`src/rtl/dft_frame_sequencer.sv`:
```
// Frame sequencer for the windowed-DFT accumulator: arms the accumulator, streams N
// window-aligned I/Q samples, waits for completion and hands the result downstream.
module dft_frame_sequencer #(
    parameter int IQ_WIDTH           = 16,
    parameter int WINDOW_WIDTH       = 18,
    parameter int SAMPLE_COUNT_WIDTH = 16,
    parameter int FRAME_ID_WIDTH     = 8,
    parameter int DONE_TIMEOUT       = 64
) (
    input  logic                           clk_i,
    input  logic                           rst_i,
    input  logic                           start_i,
    input  logic [SAMPLE_COUNT_WIDTH-1:0]  frame_len_i,
    input  logic                           s_valid_i,
    output logic                           s_ready_o,
    input  logic signed [IQ_WIDTH-1:0]     s_i_i,
    input  logic signed [IQ_WIDTH-1:0]     s_q_i,
    output logic [SAMPLE_COUNT_WIDTH-1:0]  win_addr_o,
    input  logic signed [WINDOW_WIDTH-1:0] win_coeff_i,
    output logic                           acc_start_o,
    output logic                           acc_sample_valid_o,
    output logic                           acc_last_sample_o,
    output logic signed [IQ_WIDTH-1:0]     acc_i_o,
    output logic signed [IQ_WIDTH-1:0]     acc_q_o,
    output logic signed [WINDOW_WIDTH-1:0] acc_window_o,
    input  logic                           acc_busy_i,
    input  logic                           acc_valid_i,
    output logic                           res_valid_o,
    input  logic                           res_ready_i,
    output logic [FRAME_ID_WIDTH-1:0]      frame_id_o,
    output logic                           busy_o,
    output logic                           err_o
);

    localparam int WD_WIDTH = $clog2(DONE_TIMEOUT + 1);

    typedef enum logic [2:0] {
        S_IDLE,
        S_ARM,
        S_STREAM,
        S_WAIT_DONE,
        S_HOLD
    } state_t;

    state_t                          state, state_nxt;
    logic [SAMPLE_COUNT_WIDTH-1:0]   frame_len;
    logic [SAMPLE_COUNT_WIDTH-1:0]   cnt;
    logic [WD_WIDTH-1:0]             wd_cnt;
    logic                            strobe;
    logic                            strobe_last;
    logic signed [IQ_WIDTH-1:0]      samp_i, samp_q;
    logic signed [WINDOW_WIDTH-1:0]  win_hold;
    logic [FRAME_ID_WIDTH-1:0]       frame_id;
    logic                            err;
    logic                            accept;
    logic                            wd_expired;

    assign accept     = s_valid_i & s_ready_o;
    assign wd_expired = (wd_cnt == WD_WIDTH'(DONE_TIMEOUT - 1));

    // NOTE: every output and next-state signal gets a default first so no latch is inferred.
    always_comb begin
        state_nxt   = state;
        s_ready_o   = 1'b0;
        win_addr_o  = '0;
        acc_start_o = 1'b0;
        res_valid_o = 1'b0;
        busy_o      = (state != S_IDLE);
        case (state)
            S_IDLE: begin
                if (start_i && !acc_busy_i && (frame_len_i != '0))
                    state_nxt = S_ARM;
            end
            S_ARM: begin
                acc_start_o = 1'b1;
                state_nxt   = S_STREAM;
            end
            S_STREAM: begin
                s_ready_o  = (cnt < frame_len);
                win_addr_o = cnt;
                if (strobe_last)
                    state_nxt = S_WAIT_DONE;
            end
            S_WAIT_DONE: begin
                if (acc_valid_i)
                    state_nxt = S_HOLD;
                else if (wd_expired)
                    state_nxt = S_IDLE;
            end
            S_HOLD: begin
                res_valid_o = 1'b1;
                if (res_ready_i)
                    state_nxt = S_IDLE;
            end
            default: state_nxt = S_IDLE;
        endcase
    end

    // NOTE: sequential state uses non-blocking assignments only, so every register
    // samples the pre-edge values regardless of statement order.
    always_ff @(posedge clk_i) begin
        if (rst_i) begin
            state       <= S_IDLE;
            frame_len   <= '0;
            cnt         <= '0;
            wd_cnt      <= '0;
            strobe      <= 1'b0;
            strobe_last <= 1'b0;
            samp_i      <= '0;
            samp_q      <= '0;
            win_hold    <= '0;
            frame_id    <= '0;
            err         <= 1'b0;
        end else begin
            state       <= state_nxt;
            strobe      <= accept;
            strobe_last <= accept && (cnt == frame_len - SAMPLE_COUNT_WIDTH'(1));

            if (accept) begin
                samp_i <= s_i_i;
                samp_q <= s_q_i;
                cnt    <= cnt + SAMPLE_COUNT_WIDTH'(1);
            end

            // Registered ROM data is only valid in the strobe cycle; keep it afterwards.
            if (strobe)
                win_hold <= win_coeff_i;

            if (state == S_IDLE && start_i) begin
                if (frame_len_i == '0) begin
                    err <= 1'b1;
                end else if (!acc_busy_i) begin
                    frame_len <= frame_len_i;
                    cnt       <= '0;
                end
            end

            if (state == S_WAIT_DONE) begin
                wd_cnt <= wd_cnt + WD_WIDTH'(1);
                if (!acc_valid_i && wd_expired)
                    err <= 1'b1;
            end else begin
                wd_cnt <= '0;
            end

            if (state == S_HOLD && res_ready_i)
                frame_id <= frame_id + FRAME_ID_WIDTH'(1);
        end
    end

    assign acc_sample_valid_o = strobe;
    assign acc_last_sample_o  = strobe & strobe_last;
    assign acc_i_o            = samp_i;
    assign acc_q_o            = samp_q;
    assign acc_window_o       = strobe ? win_coeff_i : win_hold;
    assign frame_id_o         = frame_id;
    assign err_o              = err;

endmodule

```
`config.mk`:
```
export PLATFORM = sky130hd
export DESIGN_NAME = dft_frame_sequencer
export DESIGN_NICKNAME = d
export VERILOG_FILES = /design/src/rtl/dft_frame_sequencer.sv
export SDC_FILE = /design/constraint.sdc
export NUM_CORES = 1
export LEC_CHECK = 0
export ABC_CLOCK_PERIOD_IN_PS = 2400
export BUFFER_PORTS_ARGS = -buffer_cell sky130_fd_sc_hd__buf_2
export CAP_MARGIN = 25
export CORE_MARGIN = 1
export CORE_UTILIZATION = 47
export CTS_CLUSTER_DIAMETER = 100
export DETAILED_ROUTE_END_ITERATION = 8
export PLACE_DENSITY = 0.77
export SYNTH_ARGS = -nofsm -noshare
export SYNTH_HDL_FRONTEND = slang
export SYNTH_SLANG_ARGS = --single-unit
export TNS_END_PERCENT = 1
```
`constraint.sdc`:
```
create_clock -name clk_i -period 2.4 [get_ports clk_i]
set_input_delay 0.36 -clock clk_i [delete_from_list [all_inputs] [get_ports clk_i]]
set_output_delay 0.36 -clock clk_i [all_outputs]
set_load 0.02 [all_outputs]
```
* Word level (Yosys, flattened, before mapping)
Index checks and enable logic that the tools add are counted.
** Word-level totals
- Bits in registers :: 103
- Input port bits :: 73
- Output and inout port bits :: 81
- Logic and storage cells :: 65
** Operators by class
- Add/subtract/negate cells :: 4
- $lt $le $gt $ge :: 1
- Equal/unequal tests :: 10
- Multiplexer cells :: 19
- Bitwise operators :: 5
- Reductions and logical operators :: 15
** Operator list (count)
- $mux W16 :: 5
- $mux W18 :: 1
- $add A16 B1 Y16 const B :: 1
- $eq A16 B16 Y1 :: 1
- $logic_not A16 Y1 :: 1
- $lt A16 B16 Y1 :: 1
- $reduce_bool A16 Y1 :: 1
- $sub A16 B1 Y16 const B :: 1
- $mux W3 :: 5
- $pmux W3 S5 :: 1
- $add A8 B1 Y8 const B :: 1
- $add A7 B1 Y7 const B :: 1
- $eq A7 B6 Y1 const B :: 1
- $mux W1 :: 7
- $eq A3 B2 Y1 const B :: 2
- $logic_and A1 B1 Y1 :: 6
- $ne A2 B2 Y1 const B :: 3
- $reduce_and A4 Y1 :: 1
- $eq A3 B1 Y1 const B :: 1
- $eq A3 B3 Y1 const B :: 1
- $logic_not A3 Y1 :: 1
- $ne A3 B3 Y1 const B :: 1
- $not A1 Y1 :: 3
- $reduce_and A3 Y1 :: 1
- 4 further kinds :: 6

* Longest topological paths before layout
Gate-level depths: netlist (run 1).
- Depth after elaboration :: 7
- Mapped depth :: 11
- Gate-level depth less buffers :: 9

* Least setup slack after synthesis (run 1)
Ideal clock, no wire load.
- Kind :: register to register
- Start point :: register frame_len[6]
- End point :: register samp_q[5] (netlist: acc_q_o[5])
- Library setup time :: 0.128 ns
- Arrival time :: 2.451 ns
- Data required time :: 2.272 ns
- Setup slack :: -0.179 ns
- Cell stages (with the launch flop) :: 11
- Path buffers :: 2
- Period minus slack after synthesis :: 2.579 ns
- Cell sequence :: dfxtp_1 > inv_1 > ha_1 > a41o_1 > a21oi_1 > o22ai_1 > or4b_2 > buf_2 > buf_2 > mux2i_1 > nor2_1
** On the way
- Longest elaborated chain between the ends :: 3
** RTL lines
- start: declaration :: line 46 : logic [SAMPLE_COUNT_WIDTH-1:0] frame_len;
- start signal: assignment :: line 133 : frame_len <= frame_len_i;
- $lt A16 B16 Y1 :: line 79 : s_ready_o = (cnt < frame_len);
- $mux W1 :: line 69 : case (state)
- $and A1 B1 Y1 :: line 58 : assign accept = s_valid_i & s_ready_o;
- end signal: assignment :: line 121 : samp_q <= s_q_i;
- end: declaration :: line 51 : logic signed [IQ_WIDTH-1:0] samp_i, samp_q;
Every way passes these cells.
A chain may end at the register's enable or synchronous reset.

* Worst setup path after layout (run 1)
- Start point :: register frame_len[1]
- End point :: output port s_ready_o
** On the way
- Longest elaborated chain between the ends :: 2
** RTL lines
- $lt A16 B16 Y1 :: line 79
- $mux W1 :: line 69
- end: declaration :: line 15 : output logic s_ready_o,
Every way passes these cells.

==> results of run 1 <==
-- how the worst min path moves through the flow --
stage / from / to / slack (ns) / depth (start not counted)
6_report: s_i_i[5] / acc_i_o[5] / 0.21 / 3
5_1_grt: s_i_i[10] / acc_i_o[10] / 0.21 / 3
4_1_cts: s_i_i[5] / acc_i_o[5] / 0.19 / 3
3_5_place_dp: wd_cnt[0] / wd_cnt[0] / 0.45 / 1
3_3_place_gp: wd_cnt[0] / wd_cnt[0] / 0.45 / 1
2_1_floorplan: wd_cnt[0] / wd_cnt[0] / 0.43 / 1
-- layer usage --
layer | vias up | track usage
met5 | - | 0
met4 | 0 | 0.1319
met3 | 39 | 0.04537
met2 | 252 | 0.4263
met1 | 2215 | 0.2900
li1 | 2356 | -
-- kinds of logic after synthesis --
group | after synthesis | share of synthesized area
AO/OA/AOI/OAI | 58 | 0.07491
adder cells (fa/ha/maj) | 20 | 0.04896
multiplexers | 69 | 0.1395
XOR/XNOR | 32 | 0.05483
buffers and inverters | 60 | 0.04871
AND/OR/NAND/NOR | 223 | 0.2296
flip-flops | 103 | 0.4034
-- registers in the layout (all words and copies together), names as in the netlist, 3 cells and up --
name and count:
win_hold 18, acc_q_o 16, wd_cnt 7, acc_i_o 16
frame_len 16, frame_id_o 8, state 3, cnt 16
-- where the power goes --
part | switching (mW) | internal (mW)
sequential | 0.0193 | 1.74
clock | 0.650 | 0.505
combinational | 0.309 | 0.283
total | 0.978 | 2.53
-- critical path: cells and delay by family (launching register included) --
| kind | cells | cell delay (ns) |
|---|---|---|
| AND/OR/NAND/NOR | 2 | 0.55 |
| buffers and inverters | 3 | 0.26 |
| AO/OA/AOI/OAI | 2 | 0.37 |
| adder cells (fa/ha/maj) | 1 | 0.23 |
| flip-flops | 1 | 0.35 |
-- cells in the final DEF (no fill, tap or decap), types with 2 or more instances in the layout --
master,instances
buf_2,152
dfxtp_1,92
nor2_1,82
buf_4,56
mux2i_1,50
inv_1,25
and3_1,23
and2_1,22
nand2_1,21
mux2_2,18
xnor2_1,18
a21oi_1,17
xor2_1,14
ha_1,14
nand4_1,13
nand3_1,11
dfxtp_2,11
nor3_1,9
o21ai_0,9
clkbuf_8,9
nor4_1,8
o31ai_1,7
ha_4,6
or3_1,5
or4_1,5
a21oi_2,4
and4_1,4
or4_4,3
inv_2,2
or3_4,2
nor2b_1,2
nand2b_1,2
nor4_4,2
a31o_2,2
nand4b_1,2
clkinv_4,2
buf_12,2
-- area by class of cell --
type / count / area, um^2
fill: 860 / 3608
multi-input combinational: 402 / 2979
sequential: 103 / 2076
timing repair buffer: 212 / 1260
tap: 136 / 170.2
clock buffer: 9 / 123.9
inverter: 28 / 107.6
clock inverter: 7 / 91.34
-- what timing repair did --
| item | 4_1_cts | 5_1_grt |
|---|---|---|
| endpoints found under the setup margin | 44 | 48 |
| buffers inserted | 3 | 0 |
| gates cloned | 1 | 0 |
| pin swaps | 7 | 6 |
| hold buffers | 0 | 0 |
| resized for setup | 23 | 19 |
| endpoints found under the hold margin | 0 | 0 |
==> impl_metrics.ini, run 1 <==
[finish]
fin_util = 0.6536
antenna_cells = 0
drive_above_1_share = 0.3811
stdcell_count = 897
final_area_mm2 = 0.006808
syn2layout_area_growth_pct = 33.19
nets = 849

[yosys]
syn_area_mm2 = 0.005111
post-synth-top-count-cell = dfxtp_1
synth_warnings = 0
synth_top_cell_area_share = 0.4034
yosys.area.top_type = dfxtp_1
ys_ff_latch = 103
yosysUniqueCellTypes = 54
synth_edf_count = 0
synthTopCellsByCount = 103 x dfxtp_1, 82 x nor2_1, 51 x mux2i_1
postSynthAreaPerCell_um2 = 9.046
synthArstFlopShare = 0
synth_cells = 565
synth_nets = 658
synth-main-ff-cell = dfxtp_1
ys_seq_area_frac = 0.4034
yosys-top-cells-area = dfxtp_1 40%, mux2i_1 10%, nor2_1 6.0%

[worst_setup_path]
start_kind = register
required_ns = 2.04
cp-startpoint = frame_len[1]
r2r-end = cnt[11]
regToRegSetupSlack_ns = -0.05
cp-endpoint = s_ready_o
path_cells = inv_2 -> ha_4 -> nor2b_1 -> o211ai_1 -> a211oi_4 -> or3_4 -> inv_4 -> buf_6
worstReg2RegStart = frame_len[1]
end_kind = output port
slowest_stage = or3_4
crit_fanout = 4
crit_type = reg2out
r2r_cells = 9
worstPathArrival_ns = 2.14
cp_slowest_stage_delay_ns = 0.41

[placement]
hpwlAfterDp_um = 10480
preCtsSetupSlack_ns = -0.1056
place_congestion = 0.9088
portBuffers = 153
dp.cells = 877
postPlaceCellArea_mm2 = 0.006344

[timing]
finalCriticalPeriod_ns = 2.501
holdWs_ns = 0.2064
slew_headroom = 0.6034
fin_skew_ns = 0.01029
clock.fmax_ghz = 0.3999
finalHoldViolCount = 0
grt_setup_unrepaired = yes
worstMarginPinSlew_ns = 0.5948
final_max_slew_viol_count = 0
post-route-period-util = 1.042
setup_viol = 40
fin_tns_setup_ns = -1.157
setup_ws_ns = -0.1006

[global_route]
grt.overflow.total = 0
grt_pass1_wl_um = 21890
grt_start_max_net_pins = 62
antenna_found_initial = 0
grt.total_usage = 0.2473
grt_pass1_vias = 4768

[detailed_routing]
drc = 0
dr.max_layer_used = met4
met2WireLength_um = 6452
wl_um = 13790
drt-met1-wl_um = 5772
drtPass1Iterations = 5
routed-via-count = 4862
drtAntennaViolNets = 0
viasPerCell = 5.420
post_drt_wl_per_cell_um = 15.37
route.met3.wl_um = 1130
drt_iter0_markers = 275

[clock_network]
cts_num_sinks = 103
cts.reportedPaths.clkPinSlew_ns = 0.10
clock_latency_ns = 0.38
cts-root-buf = clkbuf_8
clock_path_buffers = 2
cts_made_buffers = 9
cts_tree = done
h-tree-depth = 3

[run]
maxCapViolations = 0

[power]
powerDensity_mw_per_mm2 = 515.4
power.total_mw = 3.509
ir_drop_v = 0.0005349
p_leak_nw = 3.463

[status]
outcome = finished, violations left
violations = negative setup slack

[floorplan]
die_h_um = 106.3
rows = 37
core_mm2 = 0.01042
fp.dieArea_mm2 = 0.01130
io_pins = 154
start_util = 0.4907
chipWidth_um = 106.3

[hold_path]
hp-class = in2reg
No activity file was read; power rests on OpenSTA's default activity.
==> run 2, diff against run 1 <==
--- a/config.mk
+++ b/config.mk
@@ -13,7 +13,7 @@
 export CTS_CLUSTER_DIAMETER = 100
 export DETAILED_ROUTE_END_ITERATION = 8
 export PLACE_DENSITY = 0.77
+export SKIP_LAST_GASP = 1
 export SYNTH_ARGS = -nofsm -noshare
 export SYNTH_HDL_FRONTEND = slang
 export SYNTH_SLANG_ARGS = --single-unit
-export TNS_END_PERCENT = 1
==> impl_metrics.ini, run 2 (synthesis results as in run 1) <==
[worst_setup_path]
r2r_cells = 9
worstReg2RegStart = cnt[1]
crit_fanout = 9
worstPathArrival_ns = 2.82
start_kind = register
regToRegSetupSlack_ns = -0.18
cp.depth = 9
crit_family = simple AND/OR/NAND/NOR gates
cp-startpoint = cnt[1]
required_ns = 2.64
crit_type = reg2reg
worst-path-buf-inv = 2
end_kind = register
slowest_stage = or4b_4
path_cells = ha_4 -> nor2b_1 -> o211ai_1 -> a211oi_2 -> buf_4 -> or4b_4 -> buf_16 -> mux2i_1 -> nor2_1
cp_slowest_stage_delay_ns = 0.63

[finish]
stdcell_count = 901
antenna_cells = 0
nets = 853
syn2layout_area_growth_pct = 33.44
final_area_mm2 = 0.006820
drive_above_1_share = 0.3791
largest_reg_flops = 18
layout_commonest_cell = buf_2
largest-register = win_hold
final_cell_mix = 153 x buf_2, 96 x dfxtp_1, 81 x nor2_1

[timing]
setup_ws_ns = -0.1808
slew_headroom = 0.5893
setup_viol = 37
final_max_slew_viol_count = 0
clock.fmax_ghz = 0.3875
fin_tns_setup_ns = -4.368
finalCriticalPeriod_ns = 2.581
worstMarginPinSlew_ns = 0.6160
holdWs_ns = 0.2162
post-route-period-util = 1.075
finalHoldViolCount = 0
grt_setup_unrepaired = yes
fin_skew_ns = 0.01069

[floorplan]
chipWidth_um = 106.3
core_mm2 = 0.01042
io_pins = 154
die_h_um = 106.3
rows = 37
start_util = 0.4907
fp.dieArea_mm2 = 0.01130

[clock_network]
cts_made_buffers = 9
clock_latency_ns = 0.38
cts-root-buf = clkbuf_8
cts.reportedPaths.clkPinSlew_ns = 0.10
clock_path_buffers = 2
h-tree-depth = 3
cts_tree = done
cts_num_sinks = 103

[detailed_routing]
drtPass1Iterations = 7
drtAntennaViolNets = 0
drc = 0
viasPerCell = 5.488
routed-via-count = 4945
drt_iter0_markers = 290
wl_um = 14430
post_drt_wl_per_cell_um = 16.01

[power]
share_comb_of_total_power = 0.179
sw_frac_of_total = 0.2838
p_sw_uw = 972.2
powerDensity_mw_per_mm2 = 502.3
intPower_mw = 2.454
power_frac_clock = 0.308
power_frac_seq = 0.514
p_leak_nw = 3.501
ir_drop_v = 0.0004038

[placement]
dp.cells = 879
preCtsSetupSlack_ns = -0.1852
postPlaceCellArea_mm2 = 0.006359
hpwlAfterDp_um = 10320
place_congestion = 0.9448
portBuffers = 153

[run]
maxCapViolations = 0

[global_route]
grt_start_max_net_pins = 62
antenna_found_initial = 0
grt_pass1_vias = 4681
grt_pass1_wl_um = 21980
grt.overflow.total = 0
grt.total_usage = 0.2477

[hold_path]
whs_path_depth = 3
hp-class = in2reg
hp-start = s_i_i[6]

[status]
outcome = finished, violations left
violations = negative setup slack
## run 2: changes by cell type in the layout (fill, tap and decap cells not counted), sizes merged
cell	delta
clkbuf	+3
buf	+2
bufinv	-1
## run 2: final timing paths
| check | end |
|---|---|
| setup / recovery | acc_q_o[6] |
| hold / removal | acc_i_o[6] |
| setup reg to reg | acc_q_o[6] |
| hold reg to reg | wd_cnt[0] |
## run 2: what timing repair did
action	4_1_cts	5_1_grt
pin swaps	15	5
setup buffers	2	0
resized for setup	20	18
gates cloned	1	3
endpoints found under the setup margin	46	47
hold buffers	0	0
## run 2: power groups by stage
| stage | combinational [mW] | clock [mW] | sequential (mW) |
|---|---|---|---|
| 2_1_floorplan | 0.310 | 0 | 1.82 |
| 3_3_place_gp | 0.513 | 0 | 1.80 |
| 3_5_place_dp | 0.534 | 0 | 1.80 |
| 5_1_grt | 0.662 | 1.14 | 1.76 |
| 4_1_cts | 0.567 | 1.07 | 1.76 |
| 6_report | 0.612 | 1.05 | 1.76 |
## run 2: stage by stage
| step | utilization | total power, mW |
|---|---|---|
| global placement | 0.6105 | 2.309 |
| floorplan | - | 2.126 |
| finish | 0.6548 | 3.426 |
| CTS | 0.6407 | 3.399 |
| detailed placement | 0.6105 | 2.331 |
| global route | 0.6548 | 3.569 |
## run 2: layer usage
layer | global-route usage | share of wire
met1 | 0.2955 | 0.41
met2 | 0.4137 | 0.47
met3 | 0.06376 | 0.078
met4 | 0.1181 | 0.039
met5 | 0 | 0
## run 2: final cells by class
cell class	instances	area [um^2]
Fill cell	829	3596
Multi-Input combinational cell	402	2954
Sequential cell	103	2071
Timing Repair Buffer	216	1330
Tap cell	136	170.2
Clock buffer	10	137.6
Inverter	28	105.1
Clock inverter	6	52.55
## run 2: tightest hold or removal path: stages
cell     delay (ns)
buf_2          0.08
mux2i_1        0.05
nor2_1         0.07
==> run 3, diff against run 2 <==
--- a/config.mk
+++ b/config.mk
@@ -5,14 +5,14 @@
 export SDC_FILE = /design/constraint.sdc
 export NUM_CORES = 1
 export LEC_CHECK = 0
-export ABC_CLOCK_PERIOD_IN_PS = 2400
+export ABC_CLOCK_PERIOD_IN_PS = 2830
 export BUFFER_PORTS_ARGS = -buffer_cell sky130_fd_sc_hd__buf_2
 export CAP_MARGIN = 25
 export CORE_MARGIN = 1
-export CORE_UTILIZATION = 47
+export CORE_UTILIZATION = 52
 export CTS_CLUSTER_DIAMETER = 100
 export DETAILED_ROUTE_END_ITERATION = 8
-export PLACE_DENSITY = 0.77
+export PLACE_DENSITY = 0.81
 export SKIP_LAST_GASP = 1
 export SYNTH_ARGS = -nofsm -noshare
 export SYNTH_HDL_FRONTEND = slang
==> constraint.sdc (replaced) <==
create_clock -name clk_i -period 2.83 [get_ports clk_i]
set_input_delay 0.4245 -clock clk_i [delete_from_list [all_inputs] [get_ports clk_i]]
set_output_delay 0.4245 -clock clk_i [all_outputs]
set_load 0.02 [all_outputs]
==> impl_metrics.ini, run 3 (synthesis results as in run 1) <==
[status]
outcome = completed

[clock_network]
cts_made_buffers = 9
clock_path_buffers = 2
cts_num_sinks = 103
cts.reportedPaths.clkPinSlew_ns = 0.11
cts-root-buf = clkbuf_8
clock_latency_ns = 0.37
holdBufCountCts = 0
cts_tree = done
h-tree-depth = 3

[detailed_routing]
drtAntennaViolNets = 0
drc = 0
drtPass1Iterations = 5
post_drt_wl_per_cell_um = 15.33
routed-via-count = 4742
wl_um = 13280
viasPerCell = 5.476
drt_iter0_markers = 381

[timing]
worstMarginPinSlew_ns = 0.8176
grt_setup_unrepaired = yes
post-route-period-util = 0.9763
fin_skew_ns = 0.01251
finalHoldViolCount = 0
setup_viol = 0
final_max_slew_viol_count = 0
clock.fmax_ghz = 0.3619
fin_tns_setup_ns = 0
slew_headroom = 0.4542
finalCriticalPeriod_ns = 2.763
holdWs_ns = 0.2716

[global_route]
grt_pass1_vias = 4371
grt_pass1_wl_um = 20700
grt_start_max_net_pins = 62
grt.total_usage = 0.2561
grt.overflow.total = 0
antenna_found_initial = 0

[power]
intPower_mw = 2.115
p_sw_uw = 829.5
p_leak_nw = 3.338
power_frac_seq = 0.508
sw_frac_of_total = 0.2817
powerDensity_mw_per_mm2 = 455.9
share_comb_of_total_power = 0.150
ir_drop_v = 0.0003321
power_frac_clock = 0.342

[finish]
largest_reg_flops = 18
seq_area_mm2 = 0.002071
nFillCells = 762
antenna_cells = 0
nets = 825
largest-register = win_hold
syn2layout_area_growth_pct = 26.39
multi_input_area_mm2 = 0.002840
fin_util = 0.6893
drive_above_1_share = 0.3256
final_cell_mix = 153 x buf_2, 100 x dfxtp_1, 82 x nor2_1
layout_commonest_cell = buf_2
final_area_mm2 = 0.006460

[floorplan]
chipWidth_um = 101.1
core_mm2 = 0.009371
fp.dieArea_mm2 = 0.01023
die_h_um = 101.1
io_pins = 154
rows = 35
start_util = 0.5454

[worst_setup_path]
cp_slowest_stage_delay_ns = 0.46
worstPathArrival_ns = 2.34
regToRegSetupSlack_ns = 0.13
start_kind = register
required_ns = 2.41
crit_type = reg2out
slowest_stage = or3_4
end_kind = output port
path_cells = inv_1 -> ha_1 -> nand4_1 -> or3_4 -> a211oi_4 -> or3_4 -> inv_1 -> buf_2
crit_fanout = 6

[placement]
portBuffers = 153
hpwlAfterDp_um = 9608
place_congestion = 0.8700
postPlaceCellArea_mm2 = 0.006132

[hold_path]
hp-class = in2reg

[run]
maxCapViolations = 0
run 3: path summary, 6_finish.rpt:
check                start           to  cells after the start
max          frame_len[12]    s_ready_o                      8
min reg2reg      wd_cnt[0]    wd_cnt[0]                      1
min              s_q_i[13]  acc_q_o[13]                      3
max reg2reg   frame_len[1]      cnt[11]                     10
run 3: stage by stage:
step	setup WS [ns]	cells	total power [mW]
global route	-0.03114	866	3.070
CTS	0.006767	862	2.932
detailed placement	0.07168	845	1.934
global placement	0.1529	845	1.922
floorplan	0.2512	565	1.798
finish	0.06710	866	2.945
run 3: repair_timing:
| action | CTS | global route |
|---|---|---|
| endpoints found under the hold margin | 0 | 0 |
| pin swaps | 2 | 3 |
| setup endpoints to repair | 1 | 20 |
| gates resized for setup | 4 | 9 |
| buffers inserted | 1 | 3 |
| gates cloned | 0 | 1 |
run 3: area by class of cell:
class | count | share of cell area
clock inverter | 7 | 0.01549
timing repair buffer | 188 | 0.1639
tap | 129 | 0.02499
clock buffer | 9 | 0.01917
inverter | 28 | 0.01627
sequential | 103 | 0.3206
multi-input combinational | 402 | 0.4397
run 3: critical path, delay by kind of cell (launching register included):
kind,cells,cell delay [ns]
adder cells (fa/ha/maj),1,0.28
AO/OA/AOI/OAI,1,0.23
buffers and inverters,3,0.24
AND/OR/NAND/NOR,3,0.81
flip-flops,1,0.41
run 3: routing by layer:
layer / vias to the layer above / GRT usage / wire length [um]
li1: 2305 / - / -
met1: 2227 / 0.3335 / 5748
met2: 187 / 0.4343 / 6288
met3: 23 / 0.05245 / 983
met4: 0 / 0.06466 / 255
met5: - / 0 / 0
run 3: power by group through the flow:
stage	Combinational, mW	Clock [mW]	Sequential [mW]
after floorplan	0.258	0	1.54
after global placement	0.395	0	1.53
after detailed placement	0.404	0	1.53
after CTS	0.413	1.02	1.50
after global routing	0.481	1.09	1.50
final	0.441	1.01	1.50
